<file path="config.mk">
export PLATFORM = sky130hd
export DESIGN_NAME = butterfly_pipe
export DESIGN_NICKNAME = d
export VERILOG_FILES = /design/src/rtl/fft_pkg.sv /design/src/rtl/cmul_pipe.sv /design/src/rtl/butterfly_pipe.sv
export SDC_FILE = /design/constraint.sdc
export NUM_CORES = 1
export LEC_CHECK = 0
export ABC_AREA = 1
export BUFFER_PORTS_ARGS = -buffer_cell sky130_fd_sc_hd__buf_2
export CAP_MARGIN = 20
export CELL_PAD_IN_SITES_DETAIL_PLACEMENT = 1
export CELL_PAD_IN_SITES_GLOBAL_PLACEMENT = 1
export CORE_MARGIN = 5
export CORE_UTILIZATION = 50
export CTS_CLUSTER_DIAMETER = 100
export DETAILED_ROUTE_END_ITERATION = 10
export PLACE_DENSITY_LB_ADDON = 0.15
export SYNTH_ARGS = -nofsm -noshare
export SYNTH_HDL_FRONTEND = slang
export SYNTH_SLANG_ARGS = --single-unit
</file>
<file path="constraint.sdc">
create_clock -name clk -period 11 [get_ports clk]
set_clock_uncertainty 0.05 [all_clocks]
set_input_delay 0.55 -clock clk [delete_from_list [all_inputs] [get_ports clk]]
set_output_delay 0.55 -clock clk [all_outputs]
set_load 0.02 [all_outputs]
</file>
<file path="src/rtl/fft_pkg.sv">
// Shared FFT datapath constants and the round/saturate helpers
// used by the butterfly output stage.
package fft_pkg;

  localparam int BUTTERFLY_LATENCY = 3;

  localparam int OUT_SAT_A_RE = 3;
  localparam int OUT_SAT_A_IM = 2;
  localparam int OUT_SAT_B_RE = 1;
  localparam int OUT_SAT_B_IM = 0;

  localparam int RS_W = 64;

  typedef logic signed [RS_W-1:0] wide_t;

  typedef struct packed {
    logic signed [RS_W-1:0] val;
    logic                   sat;
  } rs_t;

  // Round half toward +inf, then arithmetic shift right by sh.
  function automatic wide_t round_shift(
    input wide_t x,
    input int    sh
  );
    wide_t half;
    wide_t sum;
    half = wide_t'(1) <<< (sh - 1);
    sum  = x + half;
    return sum >>> sh;
  endfunction

  function automatic rs_t sat_clip(
    input wide_t x,
    input int    w
  );
    wide_t hi;
    wide_t lo;
    rs_t   r;
    hi    = (wide_t'(1) <<< (w - 1)) - wide_t'(1);
    lo    = -(wide_t'(1) <<< (w - 1));
    r.sat = (x > hi) || (x < lo);
    r.val = (x > hi) ? hi : ((x < lo) ? lo : x);
    return r;
  endfunction

  function automatic rs_t round_sat(
    input wide_t x,
    input logic  scale,
    input int    w
  );
    int sh;
    sh = w - 1 + (scale ? 1 : 0);
    return sat_clip(round_shift(x, sh), w);
  endfunction

endpackage

</file>
<file path="src/rtl/cmul_pipe.sv">
// Registered four-product complex multiply front end (1 cycle),
// holding its contents whenever en is low.
module cmul_pipe
  import fft_pkg::*;
#(
  parameter int W = 8
) (
  input  logic                  clk,
  input  logic                  rst,
  input  logic                  en,
  input  logic                  in_valid,
  input  logic signed [W-1:0]   b_re,
  input  logic signed [W-1:0]   b_im,
  input  logic signed [W-1:0]   w_re,
  input  logic signed [W-1:0]   w_im,
  output logic                  out_valid,
  output logic signed [2*W-1:0] rr,
  output logic signed [2*W-1:0] ii,
  output logic signed [2*W-1:0] ri,
  output logic signed [2*W-1:0] ir
);

  localparam int PW = 2 * W;

  logic                 v_d, v_q;
  logic signed [PW-1:0] rr_d, rr_q;
  logic signed [PW-1:0] ii_d, ii_q;
  logic signed [PW-1:0] ri_d, ri_q;
  logic signed [PW-1:0] ir_d, ir_q;

  always_comb begin
    v_d  = v_q;
    rr_d = rr_q;
    ii_d = ii_q;
    ri_d = ri_q;
    ir_d = ir_q;
    if (en) begin
      v_d  = in_valid;
      rr_d = PW'(b_re) * PW'(w_re);
      ii_d = PW'(b_im) * PW'(w_im);
      ri_d = PW'(b_re) * PW'(w_im);
      ir_d = PW'(b_im) * PW'(w_re);
    end
  end

  always_ff @(posedge clk or posedge rst) begin
    if (rst) begin
      v_q  <= 1'b0;
      rr_q <= '0;
      ii_q <= '0;
      ri_q <= '0;
      ir_q <= '0;
    end else begin
      v_q  <= v_d;
      rr_q <= rr_d;
      ii_q <= ii_d;
      ri_q <= ri_d;
      ir_q <= ir_d;
    end
  end

  assign out_valid = v_q;
  assign rr        = rr_q;
  assign ii        = ii_q;
  assign ri        = ri_q;
  assign ir        = ir_q;

endmodule

</file>
<file path="src/rtl/butterfly_pipe.sv">
// Three-stage radix-2 DIT butterfly: A' = A + B*W, B' = A - B*W,
// with optional /2 scaling, round-half-up, saturation and stall.
module butterfly_pipe
  import fft_pkg::*;
#(
  parameter int BIT_WIDTH = 8,
  parameter int SAT_CNT_W = 8
) (
  input  logic                        clk,
  input  logic                        rst,
  input  logic                        in_valid,
  output logic                        in_ready,
  input  logic signed [BIT_WIDTH-1:0] a_re,
  input  logic signed [BIT_WIDTH-1:0] a_im,
  input  logic signed [BIT_WIDTH-1:0] b_re,
  input  logic signed [BIT_WIDTH-1:0] b_im,
  input  logic signed [BIT_WIDTH-1:0] w_re,
  input  logic signed [BIT_WIDTH-1:0] w_im,
  input  logic                        in_scale,
  output logic                        out_valid,
  input  logic                        out_ready,
  output logic signed [BIT_WIDTH-1:0] out_a_re,
  output logic signed [BIT_WIDTH-1:0] out_a_im,
  output logic signed [BIT_WIDTH-1:0] out_b_re,
  output logic signed [BIT_WIDTH-1:0] out_b_im,
  output logic [3:0]                  out_sat,
  input  logic                        clear_sat,
  output logic [SAT_CNT_W-1:0]        sat_count
);

  localparam int W  = BIT_WIDTH;
  localparam int PW = 2 * W;
  localparam int SW = 2 * W + 2;
  localparam logic [SAT_CNT_W-1:0] CNT_MAX = '1;

  logic stall, en, accept, xfer;

  // S1: products live in cmul_pipe; A and scale ride alongside.
  logic                 v1;
  logic signed [PW-1:0] rr, ii, ri, ir;
  logic signed [W-1:0]  a1_re_d, a1_re_q, a1_im_d, a1_im_q;
  logic                 sc1_d, sc1_q;

  // S2: full-precision sums, 2W-2 fractional bits.
  logic signed [PW:0]   bw_re, bw_im;
  logic signed [SW-1:0] ax_re, ax_im;
  logic signed [SW-1:0] s_ar_d, s_ar_q, s_ai_d, s_ai_q;
  logic signed [SW-1:0] s_br_d, s_br_q, s_bi_d, s_bi_q;
  logic                 sc2_d, sc2_q, v2_d, v2_q;

  // S3: rounded, saturated outputs.
  rs_t                 rs_ar, rs_ai, rs_br, rs_bi;
  logic                unused_rs_hi;
  logic signed [W-1:0] o_ar_d, o_ar_q, o_ai_d, o_ai_q;
  logic signed [W-1:0] o_br_d, o_br_q, o_bi_d, o_bi_q;
  logic [3:0]          sat_d, sat_q;
  logic                ov_d, ov_q;
  logic [SAT_CNT_W-1:0] cnt_d, cnt_q;

  assign stall    = ov_q & ~out_ready;
  assign en       = ~stall;
  assign in_ready = en;
  assign accept   = in_valid & en;
  assign xfer     = ov_q & out_ready;

  cmul_pipe #(.W(W)) u_cmul (
    .clk       (clk),
    .rst       (rst),
    .en        (en),
    .in_valid  (accept),
    .b_re      (b_re),
    .b_im      (b_im),
    .w_re      (w_re),
    .w_im      (w_im),
    .out_valid (v1),
    .rr        (rr),
    .ii        (ii),
    .ri        (ri),
    .ir        (ir)
  );

  always_comb begin
    a1_re_d = a1_re_q;
    a1_im_d = a1_im_q;
    sc1_d   = sc1_q;
    if (accept) begin
      a1_re_d = a_re;
      a1_im_d = a_im;
      sc1_d   = in_scale;
    end
  end

  always_comb begin
    bw_re  = (PW+1)'(rr) - (PW+1)'(ii);
    bw_im  = (PW+1)'(ri) + (PW+1)'(ir);
    ax_re  = SW'(a1_re_q) <<< (W - 1);
    ax_im  = SW'(a1_im_q) <<< (W - 1);
    s_ar_d = s_ar_q;
    s_ai_d = s_ai_q;
    s_br_d = s_br_q;
    s_bi_d = s_bi_q;
    sc2_d  = sc2_q;
    v2_d   = v2_q;
    if (en) begin
      v2_d = v1;
      if (v1) begin
        s_ar_d = ax_re + SW'(bw_re);
        s_ai_d = ax_im + SW'(bw_im);
        s_br_d = ax_re - SW'(bw_re);
        s_bi_d = ax_im - SW'(bw_im);
        sc2_d  = sc1_q;
      end
    end
  end

  always_comb begin
    rs_ar  = round_sat(wide_t'(s_ar_q), sc2_q, W);
    rs_ai  = round_sat(wide_t'(s_ai_q), sc2_q, W);
    rs_br  = round_sat(wide_t'(s_br_q), sc2_q, W);
    rs_bi  = round_sat(wide_t'(s_bi_q), sc2_q, W);
    o_ar_d = o_ar_q;
    o_ai_d = o_ai_q;
    o_br_d = o_br_q;
    o_bi_d = o_bi_q;
    sat_d  = sat_q;
    ov_d   = ov_q;
    if (en) begin
      ov_d = v2_q;
      if (v2_q) begin
        o_ar_d = rs_ar.val[W-1:0];
        o_ai_d = rs_ai.val[W-1:0];
        o_br_d = rs_br.val[W-1:0];
        o_bi_d = rs_bi.val[W-1:0];
        sat_d[OUT_SAT_A_RE] = rs_ar.sat;
        sat_d[OUT_SAT_A_IM] = rs_ai.sat;
        sat_d[OUT_SAT_B_RE] = rs_br.sat;
        sat_d[OUT_SAT_B_IM] = rs_bi.sat;
      end
    end
  end

  assign unused_rs_hi = ^{rs_ar.val[RS_W-1:W], rs_ai.val[RS_W-1:W],
                          rs_br.val[RS_W-1:W], rs_bi.val[RS_W-1:W]};

  always_comb begin
    cnt_d = cnt_q;
    if (clear_sat) begin
      cnt_d = '0;
    end else if (xfer && (|sat_q) && (cnt_q != CNT_MAX)) begin
      cnt_d = cnt_q + 1'b1;
    end
  end

  always_ff @(posedge clk or posedge rst) begin
    if (rst) begin
      a1_re_q <= '0;
      a1_im_q <= '0;
      sc1_q   <= 1'b0;
      s_ar_q  <= '0;
      s_ai_q  <= '0;
      s_br_q  <= '0;
      s_bi_q  <= '0;
      sc2_q   <= 1'b0;
      v2_q    <= 1'b0;
      o_ar_q  <= '0;
      o_ai_q  <= '0;
      o_br_q  <= '0;
      o_bi_q  <= '0;
      sat_q   <= '0;
      ov_q    <= 1'b0;
      cnt_q   <= '0;
    end else begin
      a1_re_q <= a1_re_d;
      a1_im_q <= a1_im_d;
      sc1_q   <= sc1_d;
      s_ar_q  <= s_ar_d;
      s_ai_q  <= s_ai_d;
      s_br_q  <= s_br_d;
      s_bi_q  <= s_bi_d;
      sc2_q   <= sc2_d;
      v2_q    <= v2_d;
      o_ar_q  <= o_ar_d;
      o_ai_q  <= o_ai_d;
      o_br_q  <= o_br_d;
      o_bi_q  <= o_bi_d;
      sat_q   <= sat_d;
      ov_q    <= ov_d;
      cnt_q   <= cnt_d;
    end
  end

  assign out_valid = ov_q;
  assign out_a_re  = o_ar_q;
  assign out_a_im  = o_ai_q;
  assign out_b_re  = o_br_q;
  assign out_b_im  = o_bi_q;
  assign out_sat   = sat_q;
  assign sat_count = cnt_q;

endmodule

</file>
# Yosys cells after proc, flatten, opt, wreduce, memory -nomap -nowiden
# Index checks and enable logic that the tools add are counted.
[op_classes]
addsub = 13
mul = 4
n_lt_le_gt_ge = 8
eq_ne = 1
shifts = 5
n_mux = 11
bitwise = 5
reduce_logical = 10
[ops]
columns = ["op", "n"]
rows = [
  ["$add 18x64->64", 4],
  ["$gt 64x8->1 const B", 4],
  ["$lt 64x8->1 const B", 4],
  ["$sshr 64x4->64", 4],
  ["$mux 8", 10],
  ["$mul 8x8->16", 4],
  ["$sshl 2x32->64 const A", 1],
  ["$add 15x17->18", 2],
  ["$sub 15x17->18", 2],
  ["$add 16x16->17", 1],
  ["$sub 16x16->17", 1],
  ["$add 8x1->8 const B", 1],
  ["$ne 8x8->1 const B", 1],
  ["$sub 4x1->5 const B", 1],
  ["$add 3x1->4 const A", 1],
  ["$logic_or 1x1->1", 4],
  ["$reduce_and 2->1", 2],
  ["$reduce_or 4->1", 1],
  ["$and 1x1->1", 3],
  ["$logic_and 1x1->1", 2],
  ["$not 1->1", 2],
  ["$reduce_bool 2->1", 1],
  ["$mux 1", 1],
]
[word_totals]
ff_bits = 201
in_bits = 54
elab_cells = 78

# Depth between registers and ports, before layout
# Gate-level depths: netlist (run 1).
[depth]
word_depth = 9
depth_mapped = 30
ltp_nobuf = 26

# By module
# From an unflattened synthesis (run 1), not the netlist that was laid out.
[hier_totals]
cells_unflattened = 4089
hier_area_um2 = 27084.7
[modules_own_cells]
columns = ["module", "n_inst", "cells_per_inst", "area_each_um2", "seq_area_each_um2"]
rows = [
  ["butterfly_pipe", 1, 2274, 13809.5, 2802.7],
  ["cmul_pipe", 1, 1815, 13275.2, 1626.6],
]

# Worst setup path after synthesis (run 1)
# No wires, ideal clock.
[synth_path]
path_type = "input to register"
from = "in w_re[7]"
to = "reg u_cmul.ir_q[15], in the netlist u_cmul.ir[15]"
setup_ns = 0.118
arrival_ns = 4.722
required_time_ns = 10.832
setup_slack_ns = 6.110
stages = 21
path_buffers = 1
path_cell_list = "clkbuf_1 > inv_1 > or2_2 > fa_1 > inv_1 > fa_1 > fa_1 > fa_1 > ha_1 > inv_1 > nor3_1 > nand3_1 > nand3_1 > nand2_1 > inv_1 > nor2_1 > nor2_1 > nor2_1 > or2_2 > nand3_1 > nand2_1"
[synth_via]
elab_chain_cells = 1
[synth_rtl]
columns = ["item", "line_no", "text"]
rows = [
  ["from (decl)", "butterfly_pipe.sv:17", "input logic signed [BIT_WIDTH-1:0] w_re,"],
  ["$mul 8x8->16", "cmul_pipe.sv:42", "ir_d = PW'(b_im) * PW'(w_re);"],
  ["to (signal assigned)", "cmul_pipe.sv:58", "ir_q <= ir_d;"],
  ["to (decl)", "cmul_pipe.sv:29", "logic signed [PW-1:0] ir_d, ir_q;"],
]
# Every way passes these cells.
# A chain may end at the register's enable or synchronous reset.

# Final worst setup path (run 1)
[layout_path]
from = "reg sc2_q"
to = "reg o_ai_q[5], in the netlist out_a_im[5]"
[layout_via]
elab_chain_cells = 9
elab_cells_between_ends = 10
cone_classes = "3 x add/sub; 2 x order compare; 2 x shift; 3 x mux"
[layout_rtl]
columns = ["item", "line_no", "text"]
rows = [
  ["from (decl)", "butterfly_pipe.sv:49", "logic sc2_d, sc2_q, v2_d, v2_q;"],
  ["from (signal assigned)", "butterfly_pipe.sv:163", "sc2_q <= 1'b0;"],
  ["from (signal assigned)", "butterfly_pipe.sv:180", "sc2_q <= sc2_d;"],
  ["$mux 1 *", "fft_pkg.sv:53", "sh = w - 1 + (scale ? 1 : 0);"],
  ["$add 3x1->4 *", "fft_pkg.sv:53", ""],
  ["$sub 4x1->5", "fft_pkg.sv:28", "half = wide_t'(1) <<< (sh - 1);"],
  ["$sshl 2x32->64", "fft_pkg.sv:28", ""],
  ["$add 18x64->64", "fft_pkg.sv:29", "sum = x + half;"],
  ["$sshr 64x4->64 *", "fft_pkg.sv:30", "return sum >>> sh;"],
  ["$lt 64x8->1", "fft_pkg.sv:43", "r.val = (x > hi) ? hi : ((x < lo) ? lo : x);"],
  ["$mux 8", "fft_pkg.sv:43", ""],
  ["$mux 8 *", "fft_pkg.sv:43", ""],
  ["to (signal assigned)", "butterfly_pipe.sv:183", "o_ai_q <= o_ai_d;"],
  ["to (decl)", "butterfly_pipe.sv:54", "logic signed [W-1:0] o_ar_d, o_ar_q, o_ai_d, o_ai_q;"],
]
# Every way passes the cells marked *; elsewhere a longest branch is shown, timed or not.

==> flow_summary.json, run 1 <==
{
  "path_cells": "inv_4 -> nand2_1 -> fa_1 -> inv_1 -> nand3_1 -> nor2_1 -> nand3_1 -> nor3_1 -> nand3_1 -> ha_1 -> nand2_1 -> a21boi_1 -> nand2_1 -> nor2_1 -> nand2_1 -> nor2_1 -> nand3_1 -> nor2_1 -> nand2_1 -> a21oi_4 -> nand2_1 -> nand2_1",
  "grt_usage_pct": 28.3,
  "maxCapViolCount": 0,
  "coreArea_mm2": 0.0513,
  "postCtsSetupRepairBufs": 0,
  "path_clk_slew_ns": 0.08,
  "relSlewSlack_pct": 28.2,
  "cts-root-buf": "clkbuf_16",
  "antenna_left": 0,
  "crit_path_start_kind": "flop",
  "overflow": 0,
  "remaining_drc_errors": 0,
  "cp_slowest_stage_delay_ns": 0.63,
  "timing.final.max_slew_violations": 0,
  "crit_buf_inv": 2,
  "port_buffers": 99,
  "required_ns": 11.35,
  "max_freq_ghz": 0.189,
  "syn_nets": 4315,
  "r2r_start": "sc2_q",
  "wl_mm": 79.5,
  "fin_tns_setup_ns": 0,
  "cts_tree": "yes",
  "clk_latency_ns": 0.47,
  "dieArea_mm2": 0.0564,
  "rsz0062_at_grt": "false",
  "syn_to_final_growth_pct": 5.82,
  "h-tree-depth": 4,
  "grt_pass1_vias": 26300,
  "start_util_pct": 50.4,
  "r2r-end": "out_a_im[5]",
  "synth_ff_type": "dfrtp_1",
  "cts_buffers": 17,
  "cpMaxStageDelayCell": "nor3_1",
  "synthesis.area_mm2": 0.0259,
  "drive_gt1_share_pct": 5.41,
  "seq_area_frac_synth_pct": 17.1,
  "crit_arrival_ns": 5.64,
  "clk_path_buf_depth": 2,
  "firstDrtPassIters": 5,
  "worst_pin_slew_ns": 1.08,
  "layout_common_cells": "nand2_1, inv_1, ha_1",
  "post-route-period-util_pct": 48.1,
  "dp_hpwl_mm": 64.2,
  "grt_pass1_wl_mm": 132,
  "cts_hold_buf": 0,
  "ios": 100,
  "cts.sinks": 177,
  "reg2reg_depth": 22,
  "fillers": 6857,
  "critical_path_class": "reg2reg",
  "synth_edf_count": 0,
  "worstPathMaxFanout": 71,
  "cp_common_cell": "nand2_1",
  "drt_iter0_drc": 1095,
  "mostFrequentLayoutCell": "nand2_1",
  "viasPerCell": 5.41,
  "status": "complete, no violations",
  "grt_antenna_before_repair": 9,
  "crit_path_end_kind": "flop",
  "syn_area_per_cell_um2": 6.85,
  "r2r_setup_slack_ns": 5.71,
  "synth_cell_types": 52,
  "fin_nets": 4312,
  "ys_ff_latch": 177,
  "routabilityCongestion": 0.927,
  "min_period_ns": 5.29,
  "ys_warn_count": 0,
  "synthCells": 3778,
  "dieHeight_um": 238,
  "synthArstFlopShare_pct": 100,
  "setup_viol": 0,
  "rows": 83,
  "post_cts_resize_count": 0,
  "grt_start_max_net_pins": 104,
  "min_path_type": "in2async",
  "drt-wirelength-per-cell_um": 17.8,
  "hold_violations": 0,
  "path_delay_family": "simple AND/OR/NAND/NOR gates",
  "fp.dieW_um": 238,
  "num_vias": 24200
}
-- cell families (layout without fill, tap and decap cells) --
logic type	after synthesis	after routing	share of synthesized area [%]
compound gates	400	400	8.63
xor+xnor	94	94	3.18
fa+ha+maj	483	483	30.0
buf+inv	852	862	12.7
flops	177	177	17.1
mux	22	22	0.923
other cells	0	5	0
simple gates	1750	1750	27.5
-- synth_stat cells, types with 14 or more instances --
cell type / n / area share (%)
a21oi_1: 130 / 2.5
nand3_1: 210 / 4.1
a31oi_1: 15 / 0.36
fa_1: 228 / 18
nand4_1: 32 / 0.77
clkbuf_1: 98 / 1.4
o21ai_0: 171 / 3.3
or2_2: 24 / 0.58
dfrtp_1: 177 / 17
inv_1: 715 / 10
nor3_1: 43 / 0.83
nand2_1: 1157 / 17
xnor2_1: 29 / 0.98
nor2_1: 255 / 3.7
o21ai_1: 14 / 0.27
buf_2: 24 / 0.46
ha_1: 255 / 12
mux2_2: 15 / 0.65
xor2_1: 65 / 2.2
-- routing by layer --
layer | wire length [um] | GRT usage [%]
met4 | 2470 | 9.59
met3 | 2560 | 2.77
met5 | 13 | 0
met2 | 40900 | 52.0
met1 | 33600 | 34.7
-- worst max path at each step --
stage,startpoint,endpoint,slack [ns],depth (start not counted)
global route,sc2_q,out_a_im[2],5.23,24
CTS,sc2_q,out_a_im[5],5.74,24
floorplan,rst,a1_im_q[0],5.60,1
global placement,w_re[7],u_cmul.ir[15],5.91,21
detailed placement,w_re[7],u_cmul.ir[15],5.66,21
finish,sc2_q,out_a_im[5],5.71,22
-- final cells by class --
class / instances / area, um2 / share of cell area [%]
Multi-Input combinational cell: 2749 / 18200 / 66.4
Timing Repair Buffer: 111 / 606 / 2.21
Inverter: 719 / 2710 / 9.88
Tap cell: 680 / 851 / 3.11
Antenna cell: 5 / 12.5 / 0.0457
Clock inverter: 15 / 170 / 0.621
Sequential cell: 177 / 4430 / 16.2
Clock buffer: 17 / 425 / 1.55
-- per-stage QoR --
step | util (%) | hold WS, ns | setup WS (ns) | std cells | instance area [um2]
finish | 53.4 | 0.0851 | 5.71 | 4473 | 27400
global placement | 52.1 | 0.397 | 5.91 | 4435 | 26700
detailed placement | 52.1 | 0.411 | 5.66 | 4435 | 26700
global route | 53.4 | 0.161 | 5.23 | 4471 | 27400
CTS | 53.3 | 0.117 | 5.74 | 4467 | 27300
floorplan | - | 0.382 | 5.60 | 3778 | 25900
-- sequential cells by signal (all words and copies together) (netlist names), 12 cells and up --
register   count
u_cmul.ii     16
u_cmul.ir     16
u_cmul.ri     16
u_cmul.rr     16
s_ai_q        12
s_ar_q        12
s_bi_q        12
s_br_q        12
Power of run 1 is left out: the tool's default activity adds up to more than one toggle a clock period on the data nets, which glitch-free logic cannot reach.
==> inputs of run 2 (changes only) <==
--- a/config.mk
+++ b/config.mk
@@ -11,7 +11,7 @@
 export CELL_PAD_IN_SITES_DETAIL_PLACEMENT = 1
 export CELL_PAD_IN_SITES_GLOBAL_PLACEMENT = 1
 export CORE_MARGIN = 5
-export CORE_UTILIZATION = 50
+export CORE_UTILIZATION = 43
 export CTS_CLUSTER_DIAMETER = 100
 export DETAILED_ROUTE_END_ITERATION = 10
 export PLACE_DENSITY_LB_ADDON = 0.15
==> constraint.sdc (replaced) <==
create_clock -name clk -period 4.6 [get_ports clk]
set_clock_uncertainty 0.05 [all_clocks]
set_input_delay 0.23 -clock clk [delete_from_list [all_inputs] [get_ports clk]]
set_output_delay 0.23 -clock clk [all_outputs]
set_load 0.02 [all_outputs]
==> flow_summary.json, run 2 (synthesis results as in run 1) <==
{
  "maxCapViolCount": 0,
  "crit_arrival_ns": 4.65,
  "fp.dieW_um": 255,
  "worstPathMaxFanout": 10,
  "grt_start_max_net_pins": 98,
  "routabilityCongestion": 0.895,
  "rsz0062_at_grt": "false",
  "grt_pass1_vias": 24900,
  "cts_tree": "yes",
  "reg2reg_depth": 20,
  "cts.sinks": 177,
  "required_ns": 4.99,
  "drt-wirelength-per-cell_um": 16.2,
  "dieHeight_um": 255,
  "clk_path_buf_depth": 2,
  "min_path_type": "in2reg",
  "crit_path_start_kind": "flop",
  "setup_viol": 0,
  "fin_nets": 4384,
  "port_buffers": 99,
  "rows": 90,
  "dieArea_mm2": 0.0652,
  "max_freq_ghz": 0.235,
  "cp_slowest_stage_delay_ns": 0.51,
  "coreArea_mm2": 0.0600,
  "min_period_ns": 4.26,
  "critical_path_class": "reg2reg",
  "crit_path_end_kind": "flop",
  "clk_latency_ns": 0.49,
  "hold_end": "u_cmul.rr[0]",
  "grt_pass1_wl_mm": 126,
  "overflow": 0,
  "worst_pin_slew_ns": 0.910,
  "cts-root-buf": "clkbuf_16",
  "drive_gt1_share_pct": 6.76,
  "antenna_left": 0,
  "ios": 100,
  "hold_violations": 0,
  "relSlewSlack_pct": 39.4,
  "timing.final.max_slew_violations": 0,
  "wl_mm": 75.2,
  "r2r_start": "sc2_q",
  "min_path_cells": 4,
  "num_vias": 23500,
  "path_cells": "buf_4 -> nor2_1 -> inv_1 -> fa_1 -> inv_1 -> nand3_1 -> nor2_2 -> nand3_1 -> ha_1 -> nand2_1 -> o21ai_0 -> nor3_1 -> nand2_1 -> nor2_1 -> nand3_1 -> nor2_1 -> nand3_1 -> a21oi_4 -> nand2_1 -> nand2_1",
  "remaining_drc_errors": 0,
  "status": "complete, no violations",
  "fin_tns_setup_ns": 0,
  "path_clk_slew_ns": 0.09,
  "r2r-end": "out_b_re[5]",
  "post-route-period-util_pct": 92.6,
  "dp_hpwl_mm": 61.7,
  "drt_iter0_drc": 957,
  "cts_buffers": 17,
  "grt_usage_pct": 23.1,
  "syn_to_final_growth_pct": 8.98,
  "viasPerCell": 5.07,
  "r2r_setup_slack_ns": 0.34,
  "firstDrtPassIters": 5,
  "h-tree-depth": 4,
  "hp-start": "b_re[0]",
  "mostFrequentLayoutCell": "nand2_1",
  "layout_common_cells": "nand2_1, inv_1, ha_1",
  "start_util_pct": 43.1,
  "cpMaxStageDelayCell": "dfrtp_4",
  "grt_antenna_before_repair": 1
}
## run 2: changes by cell type in the layout (fill, tap and decap cells not counted), moves of 2 or more
cell and change:
clkinvlp_4 -2, inv_8 -2, inv_12 +3, dlygate4sd3_1 +19
nor2_1 -2, clkinv_8 +4, nor2_4 +2, buf_12 +3
diode_2 -3, buf_4 +50
## run 2: through the flow
step / area, um2 / hold WS [ns] / utilization (%) / setup slack [ns] / std cells
final: 28200 / 0.161 / 47.0 / 0.340 / 4644
after floorplan: 25900 / 0.246 / - / 0.0298 / 3778
after global routing: 28200 / 0.180 / 47.0 / 0.0152 / 4642
after CTS: 28200 / 0.129 / 46.9 / 0.166 / 4641
after global placement: 27300 / 0.198 / 45.5 / 0.131 / 4590
after detailed placement: 27300 / 0.199 / 45.5 / 0.0252 / 4590
## run 2: cell type report
type	count	area (um2)
clock buffer	17	425
tap	782	978
antenna	2	5.00
sequential	177	4430
timing repair buffer	183	1230
fill	7901	31800
inverter	719	2710
clock inverter	15	225
multi-input combinational	2749	18200
## run 2: worst max path at each step
stage	from	end	slack, ns	depth (start not counted)
2_1_floorplan	w_re[7]	u_cmul.ir[15]	0.03	21
3_3_place_gp	w_re[7]	u_cmul.ir[11]	0.13	18
3_5_place_dp	w_re[7]	u_cmul.ir[11]	0.03	18
4_1_cts	sc2_q	out_a_im[6]	0.17	24
5_1_grt	sc2_q	out_b_im[2]	0.02	21
6_report	sc2_q	out_b_re[5]	0.34	20
## run 2: worst max-delay path: cells and delay by family, from the launching register on
family	cells	cell delay (ns)
simple gates	13	2.08
fa+ha+maj	2	0.73
flops	1	0.51
compound gates	2	0.41
buf+inv	3	0.40
## run 2: timing repair
item	in CTS	in global routing
buffers inserted	0	0
endpoints found under the hold margin	34	0
hold buffers	19	0
resized for setup	0	5
setup endpoints to repair	0	10
## run 2: layer usage
| layer | up-vias | wire, um | track usage, % |
|---|---|---|---|
| met5 | - | 0 | 0 |
| met4 | 0 | 1530 | 5.59 |
| met3 | 65 | 1500 | 2.31 |
| met2 | 242 | 36900 | 40.9 |
| met1 | 11400 | 35200 | 30.7 |
| li1 | 11800 | - | - |
Power of run 2 is left out for the same reason.
==> inputs of run 3 (changes only) <==
--- a/config.mk
+++ b/config.mk
@@ -15,6 +15,7 @@
 export CTS_CLUSTER_DIAMETER = 100
 export DETAILED_ROUTE_END_ITERATION = 10
 export PLACE_DENSITY_LB_ADDON = 0.15
+export REMOVE_ABC_BUFFERS = 1
 export SYNTH_ARGS = -nofsm -noshare
 export SYNTH_HDL_FRONTEND = slang
 export SYNTH_SLANG_ARGS = --single-unit
==> flow_summary.json, run 3 (synthesis results as in run 1) <==
{
  "routabilityCongestion": 0.880,
  "dieHeight_um": 255,
  "grt_start_max_net_pins": 112,
  "mostFrequentLayoutCell": "nand2_1",
  "worst_pin_slew_ns": 0.842,
  "crit_buf_inv": 4,
  "fin_nets": 4390,
  "coreArea_mm2": 0.0600,
  "finalWorstSetupSlack_ns": 0.375,
  "h-tree-depth": 4,
  "grt_antenna_before_repair": 1,
  "cp_common_cell": "nand2_1",
  "critical_path_class": "reg2reg",
  "drive_gt1_share_pct": 6.85,
  "wl_mm": 73.6,
  "crit_arrival_ns": 4.56,
  "worstPathMaxFanout": 8,
  "drt-wirelength-per-cell_um": 15.8,
  "overflow": 0,
  "cts_buffers": 17,
  "max_freq_ghz": 0.237,
  "clk_latency_ns": 0.49,
  "maxCapViolCount": 0,
  "whs_ns": 0.137,
  "n_antenna_cell": 0,
  "cts-root-buf": "clkbuf_16",
  "timing.final.max_slew_violations": 0,
  "grt_pass1_vias": 24500,
  "hold_violations": 0,
  "required_ns": 4.93,
  "cts_tree": "yes",
  "grt_pass1_wl_mm": 124,
  "min_period_ns": 4.23,
  "dieArea_mm2": 0.0652,
  "clk_path_buf_depth": 2,
  "antenna_left": 0,
  "viasPerCell": 5.07,
  "fp.dieW_um": 255,
  "cp_slowest_stage_delay_ns": 0.51,
  "cpMaxStageDelayCell": "dfrtp_4",
  "path_delay_family": "simple AND/OR/NAND/NOR gates",
  "start_util_pct": 43.1,
  "place_ws_ns": -0.0592,
  "layout_common_cells": "nand2_1, inv_1, ha_1",
  "dp_hpwl_mm": 60.2,
  "cts.sinks": 177,
  "relSlewSlack_pct": 43.8,
  "min_path_type": "in2reg",
  "crit_path_start_kind": "flop",
  "syn_to_final_growth_pct": 8.92,
  "path_clk_slew_ns": 0.07,
  "ios": 100,
  "post-route-period-util_pct": 91.8,
  "drt_iter0_drc": 945,
  "status": "complete, no violations",
  "remaining_drc_errors": 0,
  "setup_viol": 0,
  "port_buffers": 99,
  "fin_tns_setup_ns": 0,
  "rows": 90,
  "grt_usage_pct": 22.8,
  "num_vias": 23600,
  "firstDrtPassIters": 5,
  "crit_path_end_kind": "flop",
  "postCtsSetupRepairBufs": 0
}
==> run 3: cell count changes in the layout (fill, tap and decap cells not counted), moves of 3 or more <==
| cell | before | now |
|---|---|---|
| buf_4 | 61 | 69 |
| clkinv_8 | 6 | 0 |
| bufinv_16 | 1 | 4 |
| clkinv_2 | 0 | 3 |
| inv_12 | 3 | 0 |
==> run 3: metrics by stage <==
stage	cell area [um2]	util, %	cells
2_1_floorplan	25300	-	3645
3_3_place_gp	27400	45.6	4597
3_5_place_dp	27400	45.6	4597
4_1_cts	28200	46.9	4648
5_1_grt	28200	47.0	4648
6_report	28200	47.0	4648
==> run 3: cell type report <==
type	instances	area [um2]
multi-input combinational	2749	18200
clock inverter	12	178
tap	782	978
inverter	719	2710
clock buffer	20	447
fill	7976	31800
timing repair buffer	189	1240
sequential	177	4430
==> run 3: final timing paths <==
check	start	end	slack, ns	depth (start not counted)
worst min-delay path	out_ready	u_cmul.rr[4]	0.14	4
min in group asynchronous	rst	a1_re_q[0]	0.41	3
max in group asynchronous	rst	s_bi_q[17]	2.99	4
worst min register to register	out_a_im[4]	out_a_im[4]	0.43	2
worst max register to register	sc2_q	out_a_im[0]	0.37	25
worst max-delay path	sc2_q	out_a_im[0]	0.37	25
==> run 3: tightest hold or removal path: stages <==
cell and delay, ns:
buf_2 0.11, nor2_4 0.14, nand2_1 0.10, nand2_1 0.05
==> run 3: repair_timing <==
item                                    4_1_cts  5_1_grt
hold buffers                                 19        0
gates resized for setup                       0        3
endpoints found under the setup margin        0        7
endpoints found under the hold margin       131        0
==> run 3: per-layer routing <==
layer / global-route usage, % / vias up / routed length [um]
met5: 0 / - / 12
met4: 5.59 / 2 / 1650
met3: 2.88 / 66 / 2160
met2: 39.2 / 276 / 35300
met1: 30.7 / 11400 / 34400
li1: - / 11800 / -
Power of run 3 is left out for the same reason.
